## src/rtl/power_sequencer.sv

```systemverilog
// Orders three regulator rails up (io, core, ddr) and down (ddr, core, io), with power-good supervision and a latched fault.
// Latency: inputs pass a 2-flop synchronizer, and outputs update on the edge that changes state; no backpressure.
module power_sequencer #(
    parameter int STEP_DLY   = 16,
    parameter int SETTLE_DLY = 64,
    parameter int PG_TIMEOUT = 1024
) (
    input  logic       clock,
    input  logic       reset,
    input  logic       pwr_req,
    input  logic       pg_vdd_io,
    input  logic       pg_vdd_core,
    input  logic       pg_vdd_ddr,
    output logic       en_vdd_io,
    output logic       en_vdd_core,
    output logic       en_vdd_ddr,
    output logic       power_ok,
    output logic       seq_fault,
    output logic [3:0] seq_state
);

    if (!(STEP_DLY >= 1 && SETTLE_DLY >= 1 && STEP_DLY < PG_TIMEOUT && PG_TIMEOUT <= 65535)) begin : g_param_check
        $error("power_sequencer: requires 1 <= STEP_DLY < PG_TIMEOUT <= 65535 and SETTLE_DLY >= 1");
    end

    typedef enum logic [3:0] {
        S_OFF     = 4'd0,
        S_EN_IO   = 4'd1,
        S_EN_CORE = 4'd2,
        S_EN_DDR  = 4'd3,
        S_SETTLE  = 4'd4,
        S_ON      = 4'd5,
        S_DN_DDR  = 4'd6,
        S_DN_CORE = 4'd7,
        S_DN_IO   = 4'd8,
        S_FAULT   = 4'd9
    } state_t;

    localparam logic [15:0] STEP_M1   = 16'(STEP_DLY - 1);
    localparam logic [15:0] SETTLE_M1 = 16'(SETTLE_DLY - 1);
    localparam logic [15:0] TO_M1     = 16'(PG_TIMEOUT - 1);

    logic [3:0]  sync1;
    logic [3:0]  sync2;
    logic        pwr_req_s;
    logic        pg_io_s;
    logic        pg_core_s;
    logic        pg_ddr_s;
    logic        all_pg_s;
    state_t      state;
    state_t      next_state;
    logic [15:0] dwell_cnt;

    assign {pwr_req_s, pg_io_s, pg_core_s, pg_ddr_s} = sync2;
    assign all_pg_s = pg_io_s & pg_core_s & pg_ddr_s;

    function automatic logic [2:0] rail_enables(input state_t s);
        case (s)
            S_EN_IO, S_DN_CORE:          rail_enables = 3'b100;
            S_EN_CORE, S_DN_DDR:         rail_enables = 3'b110;
            S_EN_DDR, S_SETTLE, S_ON:    rail_enables = 3'b111;
            default:                     rail_enables = 3'b000;
        endcase
    endfunction

    // Fault checks outrank a dropped request, which outranks advancing.
    always_comb begin
        next_state = state;
        case (state)
            S_OFF:     if (pwr_req_s) next_state = S_EN_IO;
            S_EN_IO: begin
                if (!pg_io_s && dwell_cnt == TO_M1)        next_state = S_FAULT;
                else if (!pwr_req_s)                       next_state = S_DN_DDR;
                else if (pg_io_s && dwell_cnt >= STEP_M1)  next_state = S_EN_CORE;
            end
            S_EN_CORE: begin
                if (!pg_core_s && dwell_cnt == TO_M1)       next_state = S_FAULT;
                else if (!pwr_req_s)                        next_state = S_DN_DDR;
                else if (pg_core_s && dwell_cnt >= STEP_M1) next_state = S_EN_DDR;
            end
            S_EN_DDR: begin
                if (!pg_ddr_s && dwell_cnt == TO_M1)        next_state = S_FAULT;
                else if (!pwr_req_s)                        next_state = S_DN_DDR;
                else if (pg_ddr_s && dwell_cnt >= STEP_M1)  next_state = S_SETTLE;
            end
            S_SETTLE: begin
                if (!all_pg_s)                   next_state = S_FAULT;
                else if (!pwr_req_s)             next_state = S_DN_DDR;
                else if (dwell_cnt == SETTLE_M1) next_state = S_ON;
            end
            S_ON: begin
                if (!all_pg_s)       next_state = S_FAULT;
                else if (!pwr_req_s) next_state = S_DN_DDR;
            end
            S_DN_DDR:  if (dwell_cnt == STEP_M1) next_state = S_DN_CORE;
            S_DN_CORE: if (dwell_cnt == STEP_M1) next_state = S_DN_IO;
            S_DN_IO:   if (dwell_cnt == STEP_M1) next_state = S_OFF;
            S_FAULT:   if (!pwr_req_s && dwell_cnt == STEP_M1) next_state = S_OFF;
            default:   next_state = S_OFF;
        endcase
    end

    always_ff @(posedge clock) begin
        if (reset) begin
            sync1       <= '0;
            sync2       <= '0;
            state       <= S_OFF;
            dwell_cnt   <= '0;
            en_vdd_io   <= 1'b0;
            en_vdd_core <= 1'b0;
            en_vdd_ddr  <= 1'b0;
            power_ok    <= 1'b0;
            seq_fault   <= 1'b0;
            seq_state   <= 4'd0;
        end else begin
            sync1 <= {pwr_req, pg_vdd_io, pg_vdd_core, pg_vdd_ddr};
            sync2 <= sync1;
            state <= next_state;
            // In FAULT the dwell only accumulates while the request stays low.
            if (next_state != state || (state == S_FAULT && pwr_req_s))
                dwell_cnt <= '0;
            else if (dwell_cnt != 16'hFFFF)
                dwell_cnt <= dwell_cnt + 16'd1;
            {en_vdd_io, en_vdd_core, en_vdd_ddr} <= rail_enables(next_state);
            power_ok  <= (next_state == S_ON);
            seq_fault <= (next_state == S_FAULT);
            seq_state <= next_state;
        end
    end

endmodule

```

## config.mk

```make
export PLATFORM = sky130hd
export DESIGN_NAME = power_sequencer
export DESIGN_NICKNAME = d
export VERILOG_FILES = /design/src/rtl/power_sequencer.sv
export SDC_FILE = /design/constraint.sdc
export NUM_CORES = 1
export LEC_CHECK = 0
export BUFFER_PORTS_ARGS = -buffer_cell sky130_fd_sc_hd__buf_2
export CAP_MARGIN = 30
export CORE_MARGIN = 10
export CORE_UTILIZATION = 35
export CTS_CLUSTER_SIZE = 8
export DETAILED_ROUTE_END_ITERATION = 16
export PLACE_DENSITY = 0.5
export SYNTH_ARGS = -nofsm -noshare
export SYNTH_HDL_FRONTEND = slang
export SYNTH_SLANG_ARGS = --single-unit
```

## constraint.sdc

```tcl
create_clock -name clock -period 5.1 [get_ports clock]
set_input_delay 1.02 -clock clock [delete_from_list [all_inputs] [get_ports clock]]
set_output_delay 1.02 -clock clock [all_outputs]
set_load 0.03 [all_outputs]
```

==> run metrics, run 1 <==
DRC violations left 0; fin nets ~230; post-place setup slack ~2.2 ns; Worst Tran Pin Value 0.927 ns; Yosys top cell by area dfxtp_1; ANT nets after route 0; Worst Slack Setup Final between 2 and 2.5 ns; Hold Vio Cnt, Final 0; drt first pass iters 4; gpl congestion between 0.8 and 0.9; Tot GR Track Use 10.4%; CTS tree done; Post-DP HPWL around 3100 um; PortBufs 14; Mapped Nets roughly 220; mapped cell area between 1500 and 2000 um^2; worst min path class reg2reg; outcome finished clean; total core area between 5000 and 6000 um^2; R2R setup slack approximately 2.2 ns; post-synthesis sequential area ratio between 30% and 40%; Crit. Startpoint dwell_cnt[0]; share of the synthesized area in the top cell type between 30 and 40%; layout filler cell count 557; worst vdd ir roughly 0.13 mV; number of post-CTS setup repair buffers 0; area growth from synthesis to layout 10.8%; worst-skew pair later-pin latency about 0.29 ns; post-cts resize count 0; Main synth FF type dfxtp_1; final wirelength between 4000 and 5000 um; Fmax 342 MHz; Critical R2R Launch dwell_cnt[0]; Critical R2R Capture dwell_cnt[11]; placed cell count 290; pin count of the biggest net entering global routing 21; fin crit share a little under three fifths; max_slew headroom 38.0%; #FFs+latches synth 33; WL/cell between 10 and 15 um; vias in the first global route between 1.5k and 2k; Max Cap Violations 0; critical path class reg2reg; top cells by area, synth dfxtp_1 (34%), nor4_2 (7.2%), nand3_1 (4.2%); Yosys Warn Count 0; Hold Buf Count CTS 0; fin cells ~300; WHS ~0.44 ns; CP Capture Type register; max-slew violation count 0; TritonCTS Buffers 5; most common cell in the netlist dfxtp_1; Site Rows 26; Clock Path Buffers 2; critical path arrival about 3.1 ns; Post-synth EDFFs 0; Worst-path clk slew about 0.07 ns; Commonest cells post-synth dfxtp_1 (33), nor2_1 (19), nand2_1 (16), nand3_1 (16), nor4_2 (11); Post-Syn Instances between 200 and 250; critical path launch point type register; initial antenna violation count 0; total congestion overflow 0; Top Ports 15; chip height 94.0 um; die width 94.0 um; RSZ-0062 raised after global routing no; via density per instance 5.39; setup TNS 0 ns; H-tree Lvls 2; Netlist cell types between 50 and 60; DRC marker count from the first detailed-route iteration 115; Initial Utilization 36.8%; CTS sink count 33; final setup violation count 0; first-pass GRT wire length 7550 um; fin crit period ~3 ns; clk root buf clkbuf_8; share of cells above drive strength 1 19.4%; ant diodes 0; Worst R2R Path Depth 8; Leak roughly 0.75 nW; worst-path fanout max 16; worst setup path end dwell_cnt[11]; die area roughly 8800 um^2; total number of vias 1600; PD cells roughly 350 nW/um^2; clk_skew 0.00977 ns; Async SR Flop Fraction 0%; post-synthesis area per instance slightly below 9 um^2; WP data required around 5.3 ns
[worst max-delay path, stage by stage (launching register included)]
cell and delay [ns]:
dfxtp_1 0.41, ha_1 0.28, nand3_1 0.13, or2_1 0.28, o22ai_1 0.18, a22oi_1 0.11
nor3_1 0.20, nand3_1 0.65, a2111oi_0 0.56
[worst min path at each step]
| stage | startpoint | endpoint | slack, ns | cells after the start |
|---|---|---|---|---|
| finish | sync1[0] | sync2[0] | 0.44 | 1 |
| global route | sync1[2] | sync2[2] | 0.46 | 1 |
| CTS | sync1[2] | sync2[2] | 0.44 | 1 |
| detailed placement | sync1[2] | sync2[2] | 0.42 | 1 |
| global placement | sync1[3] | sync2[3] | 0.42 | 1 |
| floorplan | sync1[0] | sync2[0] | 0.41 | 1 |
[cells by family after synthesis]
family                     Yosys count  synth area share [%]
muxes                                7                  3.66
and+or+nand+nor                    122                  41.1
adders and majority gates            1                 0.653
buffers and inverters               14                  3.46
AOI/OAI and AO/OA                   25                  9.40
xor gates and xnor gates            13                  7.31
DFF                                 33                  34.5
[per-layer routing]
layer | vias up | global-route usage (%) | routed length, um
li1 | 820 | - | -
met1 | 753 | 13.8 | 2200
met2 | 22 | 16.1 | 2010
met3 | 5 | 2.08 | 109
met4 | 0 | 3.92 | 55
met5 | - | 0 | 0
[registers in the layout, summed over array words and instances, names as in the netlist, 4 cells and up]
name,count
state,4
sync1,4
dwell_cnt,16
sync2,4
[layout make-up]
cell class	instances	area, um^2	area share (%)
repair buffers	15	85.1	4.00
flip-flops and latches	33	661	31.1
clock buffers	7	86.3	4.06
inverters	4	15.0	0.707
multi-input cells	168	1190	56.0
well taps	70	87.6	4.12
[cell usage in the layout, fill, tap and decap left out, types with 7 or more instances in the layout]
cell type	Yosys	layout
xnor2_1	7	7
buf_2	2	14
mux2i_1	7	7
nor3_1	7	7
nor2_1	19	19
dfxtp_1	33	33
nand2_1	16	16
nand3_1	16	16
nor4_2	11	11
nor2b_1	8	8
[report_power, final]
group / internal [mW] / switching [mW] / total, mW
registers: 0.280 / 0.0310 / 0.311
clock network: 0.107 / 0.0961 / 0.203
logic: 0.0875 / 0.151 / 0.238
[per-stage QoR]
| step | utilization [%] | total power, mW | cell area, um^2 |
|---|---|---|---|
| floorplan | - | 0.504 | 1920 |
| global placement | 38.9 | 0.544 | 2020 |
| detailed placement | 39.2 | 0.556 | 2040 |
| CTS | 40.8 | 0.760 | 2120 |
| global route | 40.8 | 0.793 | 2120 |
| finish | 40.8 | 0.752 | 2120 |
Note: power is estimated with default switching activity, not from simulation.
==> run 2: changes to the inputs <==
clock period = 2.9 ns   (was 5.1 ns; I/O delays follow)
==> run metrics, run 2 (synthesized netlist as in run 1, its figures left out) <==
outcome finished clean; Reg area 663 um^2; Initial Utilization between 30% and 40%; Worst-path clk slew 0.07 ns; Post-DP HPWL 3360 um; post-place setup slack between 0.06 and 0.07 ns; worst-skew pair later-pin latency 0.28 ns; commonest non-fill, non-tap cell in the layout dfxtp_1; worst-path fanout max 16; CP Capture Type register; PD cells 612 nW/um^2; initial antenna violation count 0; gpl congestion 0.874; total congestion overflow 0; clk_skew 0.00518 ns; chip height between 90 and 100 um; Worst Slack Setup Final around 0.24 ns; Critical R2R Launch dwell_cnt[14]; RSZ-0062 raised after global routing no; Hold Path Depth 1; CTS sink count 33; Hold Vio Cnt, Final 0; layout filler cell count between 500 and 600; Clock Path Buffers 2; critical path class reg2reg; DRC violations left 0; Crit. Startpoint dwell_cnt[14]; area of the multi-input gates about 1200 um^2; via density per instance 5.33; Fmax between 300 and 400 MHz; fin crit share between 90% and 100%; drt first pass iters 4; Top Ports 15; Hold Buf Count CTS 0; final setup violation count 0; die area about 9000 um^2; WP data required around 3 ns; pin count of the biggest net entering global routing 17; setup TNS 0 ns; Leak roughly 0.85 nW; ANT nets after route 0; Tot GR Track Use a little over a tenth; Critical R2R Capture dwell_cnt[11]; R2R setup slack about 0.24 ns; Worst R2R Path Depth 8; TritonCTS Buffers 5; Max Cap Violations 0; area growth from synthesis to layout 19.5%; Worst Tran Pin Value approximately 0.54 ns; Hold Path End sync2[0]; share of cells above drive strength 1 a little over a quarter; fin crit period roughly 2.7 ns; Hold Path Origin sync1[0]; worst vdd ir around 0.21 mV; max-slew violation count 0; CTS tree done; first-pass GRT wire length 7890 um; worst min path class reg2reg; final wirelength 4520 um; clk root buf clkbuf_8; DRC marker count from the first detailed-route iteration between 100 and 150; ant diodes 0; critical path arrival between 2 and 3 ns; fin cells about 310; placed cell count ~300; total core area between 5000 and 6000 um^2; max reg flops 16; die width 94.0 um; most frequent cells in the layout dfxtp_1 (31), nor2_1 (19), nand3_1 (16), nand2_1 (16), buf_4 (15); H-tree Lvls 2; fin nets 250; Site Rows 26; total number of vias roughly 1.7k; PortBufs 14; critical path launch point type register; WL/cell 14.4 um; Largest Register dwell_cnt; vias in the first global route 1636; max_slew headroom between 60% and 70%
-- run 2: worst max path at each step --
stage	slack (ns)	to	cells after the start
2_1_floorplan	0.36	dwell_cnt[0]	9
3_3_place_gp	0.14	dwell_cnt[11]	8
3_5_place_dp	0.07	dwell_cnt[11]	7
4_1_cts	0.07	dwell_cnt[11]	7
5_1_grt	0.008	dwell_cnt[11]	8
6_report	0.24	dwell_cnt[11]	8
-- run 2: where the power goes --
group / internal, mW / total, mW / switching (mW)
Sequential: 0.493 / 0.522 / 0.0293
Clock: 0.188 / 0.351 / 0.162
Combinational: 0.223 / 0.529 / 0.306
-- run 2: worst max-delay path, stage by stage, from the launching register on --
cell       delay (ns)
dfxtp_1          0.38
nor4_4           0.36
nand4_1          0.27
xnor2_1          0.22
nor2_1           0.08
or4b_4           0.57
xnor2_4          0.17
buf_12           0.16
a2111oi_0        0.32
-- run 2: what timing repair did --
item	4_1_cts	5_1_grt
gates resized for setup	0	6
buffers inserted	0	2
endpoints found under the setup margin	0	16
-- run 2: final cells by class --
class / count / area share, %
clock buffer: 7 / 3.77
inverter: 4 / 0.655
multi-input combinational: 168 / 53.1
sequential: 33 / 28.9
tap: 70 / 3.82
timing repair buffer: 31 / 9.72
-- run 2: metal layers --
layer	vias to the layer above	routed length [um]	GRT usage, %
met5	-	0	0
met4	0	80	5.19
met3	8	200	2.24
met2	32	2100	17.0
met1	785	2140	14.2
li1	843	-	-
-- run 2: per-stage QoR --
stage	hold slack [ns]	instance area, um^2	total power, mW	util [%]
2_1_floorplan	0.414	1920	0.886	-
3_3_place_gp	0.416	2150	1.04	41.3
3_5_place_dp	0.425	2150	1.04	41.3
4_1_cts	0.440	2230	1.39	42.9
5_1_grt	0.464	2290	1.48	44.0
6_report	0.434	2290	1.40	44.0
